===== src/rtl/bp_cce_pending_wr_queue.sv =====
// Pending-bit write arbiter: microcode writes pass straight through with priority,
// memory-response decrements are queued and drained on idle cycles with starvation protection.
module bp_cce_pending_wr_queue #(
  parameter int num_way_groups_p = 8,
  parameter int els_p            = 4,
  parameter int starve_limit_p   = 8,
  localparam int lg_num_way_groups_lp = (num_way_groups_p <= 1) ? 1 : $clog2(num_way_groups_p),
  localparam int ptr_w_lp             = (els_p <= 1) ? 1 : $clog2(els_p),
  localparam int cnt_w_lp             = $clog2(els_p + 1),
  localparam int starve_w_lp          = $clog2(starve_limit_p + 1)
) (
  input  logic                            clk_i,
  input  logic                            reset_i,
  input  logic                            inst_w_v_i,
  input  logic [lg_num_way_groups_lp-1:0] inst_way_group_i,
  input  logic                            inst_pending_i,
  input  logic                            mem_w_v_i,
  input  logic [lg_num_way_groups_lp-1:0] mem_way_group_i,
  output logic                            mem_w_ready_o,
  output logic                            w_v_o,
  output logic [lg_num_way_groups_lp-1:0] w_way_group_o,
  output logic                            pending_o,
  output logic                            stall_o,
  output logic                            empty_o
);

  logic [lg_num_way_groups_lp-1:0] mem_r [els_p];
  logic [ptr_w_lp-1:0]             rptr_r, wptr_r;
  logic [cnt_w_lp-1:0]             count_r;
  logic [starve_w_lp-1:0]          starve_cnt_r;

  logic enq, deq, fifo_nonempty;

  assign fifo_nonempty = (count_r != '0);
  assign mem_w_ready_o = (count_r != cnt_w_lp'(els_p));
  assign empty_o       = ~fifo_nonempty;
  assign stall_o       = (starve_cnt_r == starve_w_lp'(starve_limit_p));

  assign enq = mem_w_v_i & mem_w_ready_o;
  assign deq = ~inst_w_v_i & fifo_nonempty;

  // Write port mux; reset suppresses any write, including microcode ones.
  always_comb begin
    w_v_o         = 1'b0;
    w_way_group_o = '0;
    pending_o     = 1'b0;
    if (!reset_i) begin
      if (inst_w_v_i) begin
        w_v_o         = 1'b1;
        w_way_group_o = inst_way_group_i;
        pending_o     = inst_pending_i;
      end else if (fifo_nonempty) begin
        w_v_o         = 1'b1;
        w_way_group_o = mem_r[rptr_r];
      end
    end
  end

  always_ff @(posedge clk_i) begin
    if (enq)
      mem_r[wptr_r] <= mem_way_group_i;
  end

  always_ff @(posedge clk_i) begin
    if (reset_i) begin
      rptr_r  <= '0;
      wptr_r  <= '0;
      count_r <= '0;
    end else begin
      if (enq)
        wptr_r <= (wptr_r == ptr_w_lp'(els_p - 1)) ? '0 : wptr_r + 1'b1;
      if (deq)
        rptr_r <= (rptr_r == ptr_w_lp'(els_p - 1)) ? '0 : rptr_r + 1'b1;
      if (enq && !deq)
        count_r <= count_r + 1'b1;
      else if (deq && !enq)
        count_r <= count_r - 1'b1;
    end
  end

  // Counts cycles the queue head is blocked by microcode traffic.
  always_ff @(posedge clk_i) begin
    if (reset_i)
      starve_cnt_r <= '0;
    else if (deq || !fifo_nonempty)
      starve_cnt_r <= '0;
    else if (inst_w_v_i && !stall_o)
      starve_cnt_r <= starve_cnt_r + 1'b1;
  end

endmodule


===== config.mk =====
export PLATFORM = sky130hd
export DESIGN_NAME = bp_cce_pending_wr_queue
export DESIGN_NICKNAME = d
export VERILOG_FILES = /design/src/rtl/bp_cce_pending_wr_queue.sv
export SDC_FILE = /design/constraint.sdc
export NUM_CORES = 1
export LEC_CHECK = 0
export BUFFER_PORTS_ARGS = -buffer_cell sky130_fd_sc_hd__buf_2
export CORE_MARGIN = 1.5
export CORE_UTILIZATION = 52
export DETAILED_ROUTE_END_ITERATION = 6
export PLACE_DENSITY = 0.79
export SLEW_MARGIN = 0
export SYNTH_ARGS = -nofsm -noshare
export SYNTH_HDL_FRONTEND = slang
export SYNTH_SLANG_ARGS = --single-unit
export TNS_END_PERCENT = 30

===== constraint.sdc =====
create_clock -name clk_i -period 2.38 [get_ports clk_i]
set_input_delay 0.476 -clock clk_i [delete_from_list [all_inputs] [get_ports clk_i]]
set_output_delay 0.476 -clock clk_i [all_outputs]
set_load 0.1 [all_outputs]

==> metrics.md <==
| Metric | Value |
|---|---|
| Status | `complete, no violations` |
| Synth Cell Area | `0.00116 mm²` |
| Clock Skews | `1.05 ps` |
| Routed Antenna Nets | `0` |
| Die Y | `50.3 µm` |
| Routability congestion estimate | `0.709` |
| Initial core utilization | `0.570` |
| Pwr/cell area | `968 mW/mm²` |
| Launching point of the worst reg2reg path | `count_r[1]` |
| CP max-delay cell | `mux4_1` |
| # DRC | `0` |
| Netlist cell types | `31` |
| Antenna diodes | `0` |
| Area Overhead vs Synth | `14.6%` |
| FFs w/ async S/R, synth | `0` |
| Synthesized flop and latch total | `25` |
| Max stage delay on crit path | `570 ps` |
| Syn_nets | `118` |
| Crit path time final | `2220 ps` |
| Arrival @ worst endpoint | `1740 ps` |
| CTS tree | `done` |
| Hold path endpoint | `mem_r[2][1]` |
| Max_cap viols | `0` |
| Area of the core | `0.00204 mm²` |
| Final Worst Setup Slack | `162 ps` |
| Hold path depth | `1` |
| Post-CTS setup buffer count | `0` |
| Max IR drop VDD | `0.607 mV` |
| Pre-Repair DR Iteration Count | `3` |
| CTS resizes | `2` |
| First-pass GRT wire length | `3240 µm` |
| Commonest non-fill, non-tap cell in the layout | `buf_2` |
| Leak | `0.551 nW` |
| Prevailing post-synth register cell | `dfxtp_1` |
| R2R depth | `8` |
| Layout cell share with drive strength beyond 1 | `0.212` |
| FMAX | `451 MHz` |
| H-tree depth | `1` |
| CP Class | `reg -> out` |
| Total track usage | `0.174` |
| Grt ovf | `0` |
| R2R setup slack | `230 ps` |
| Hold Crit Start | `mem_way_group_i[1]` |
| Via/cell ratio | `5.38` |
| Worst Max-Slew Pin Slew | `504 ps` |
| Reg2reg end | `count_r[2]` |
| Crit. End Element | `output port` |
| Commonest cells after routing, fill and taps aside | `buf_2, dfxtp_1, edfxtp_1, inv_1, ha_1` |
| WP data required | `1900 ps` |
| Slew Limit Fails | `0` |
| Final hold vios | `0` |
| Hpwl dp | `1540 µm` |
| Slew margin rel. | `0.664` |
| Min-Delay Path Class | `in -> reg` |
| Largest net degree at the start of global routing | `14` |
| Final Cell Area | `0.00133 mm²` |
| DR iter-0 viols | `7` |
| CP startpoint kind | `flop` |
| Clock Path Buffers | `2` |
| Final nets | `139` |
| Clock Sinks | `25` |
| Crit-path max FO | `3` |
| Place WS | `240 ps` |
| Die area | `0.00253 mm²` |
| FP Rows | `16` |
| EDFF count, synth | `12` |
| CTS Hold Bufs | `0` |
| Filler cells | `175` |
| Final setup violating endpoints | `0` |
| Crit-path cells | `mux4_1 > a22o_1 > buf_12` |
| Clock Latency Late Sink | `300 ps` |
| RSZ-0062 raised after global routing | `no` |
| Syn Inst Count | `98` |
| Chip width | `50.3 µm` |
| Detailed-route via count | `780` |
| Placed instance area | `0.00130 mm²` |
| Final worst path period share | `0.932` |
| Avg Inst Size Synth | `11.9 µm²` |
| Post-synthesis sequential area ratio | `0.533` |
| Detailed Route WL | `1980 µm` |
| Ports | `19` |
| Clock slew at reported path FFs | `130 ps` |
| Initial antenna violation count | `0` |
| Syn. warnings | `0` |
| WL/cell | `13.7 µm` |
| Root buf cell | `clkbuf_4` |
| Port bufs | `18` |
| Vias in the first global route | `754` |
| Total CTS buffers | `3` |
-- power by group --
| group | switching [mW] | internal, mW |
|---|---|---|
| Clock | 0.115 | 0.0653 |
| Combinational | 0.370 | 0.174 |
| Sequential | 0.0510 | 0.517 |
-- layout make-up --
cell class              instances  area (µm²)  area share
repair buffers                 18         110      0.0826
inverters                      10        37.5      0.0281
flip-flops and latches         25         621       0.465
multi-input cells              61         505       0.379
well taps                      27        33.8      0.0253
clock buffers                   4        26.3      0.0197
-- cell usage after synthesis, types with 2 or more instances --
cell type	number	area, µm²
nor2_1	5	18.8
xor2_1	3	26.3
nand2_1	3	11.3
or4_1	2	15.0
o21ai_0	6	30.0
a22o_1	2	17.5
inv_1	9	33.8
dfxtp_1	13	260
mux4_1	3	78.8
nand3_1	3	15.0
a21oi_1	8	40.0
ha_1	8	100
and3_1	4	25.0
edfxtp_1	12	360
-- per-stage QoR --
step / TNS (ps) / std cells / power, mW / util / hold slack (ps)
CTS: 0 / 145 / 1.30 / 0.651 / 366
finish: 0 / 145 / 1.29 / 0.653 / 380
floorplan: -243 / 98 / 1.01 / - / 465
global placement: 0 / 141 / 1.09 / 0.635 / 478
global route: 0 / 145 / 1.37 / 0.653 / 360
detailed placement: 0 / 141 / 1.12 / 0.635 / 491
-- how the worst max path moves through the flow --
stage / slack, ps / cells after the start / endpoint
finish: 160 / 3 / w_way_group_o[0]
global route: 80 / 3 / w_way_group_o[0]
CTS: 100 / 5 / w_way_group_o[2]
detailed placement: 240 / 8 / count_r[2]
global placement: 300 / 9 / count_r[2]
floorplan: -240 / 2 / w_way_group_o[1]
-- cell families (layout without fill, tap and decap cells) --
logic type,Yosys count,in the layout,synth area share
buffers and inverters,12,32,0.0398
muxes,4,4,0.0763
and+or+nand+nor,27,27,0.134
DFF,25,25,0.533
AOI/OAI and AO/OA,17,17,0.0828
adders and majority gates,9,9,0.103
xor gates and xnor gates,4,4,0.0301
-- state kept, by name, indices dropped and copies added (netlist names), named ones only --
register	flops
mem_r	12
wptr_r	2
starve_cnt_r	4
count_r	3
rptr_r	2
-- routing by layer --
layer / wire length [µm] / global-route usage / vias up / share of wire
met5: 0 / 0 / - / 0
met4: 15 / 0.0541 / 0 / 0.0076
met3: 78 / 0.0417 / 2 / 0.039
met2: 980 / 0.309 / 16 / 0.49
met1: 906 / 0.208 / 368 / 0.46
li1: - / - / 394 / -
-- critical path: cells and delay by family, from the launching register on --
| family | cells | cell delay, ps |
|---|---|---|
| compound gates | 1 | 280 |
| flops | 1 | 420 |
| mux | 1 | 570 |
| buf+inv | 1 | 170 |
No activity file was read; power rests on OpenSTA's default activity.
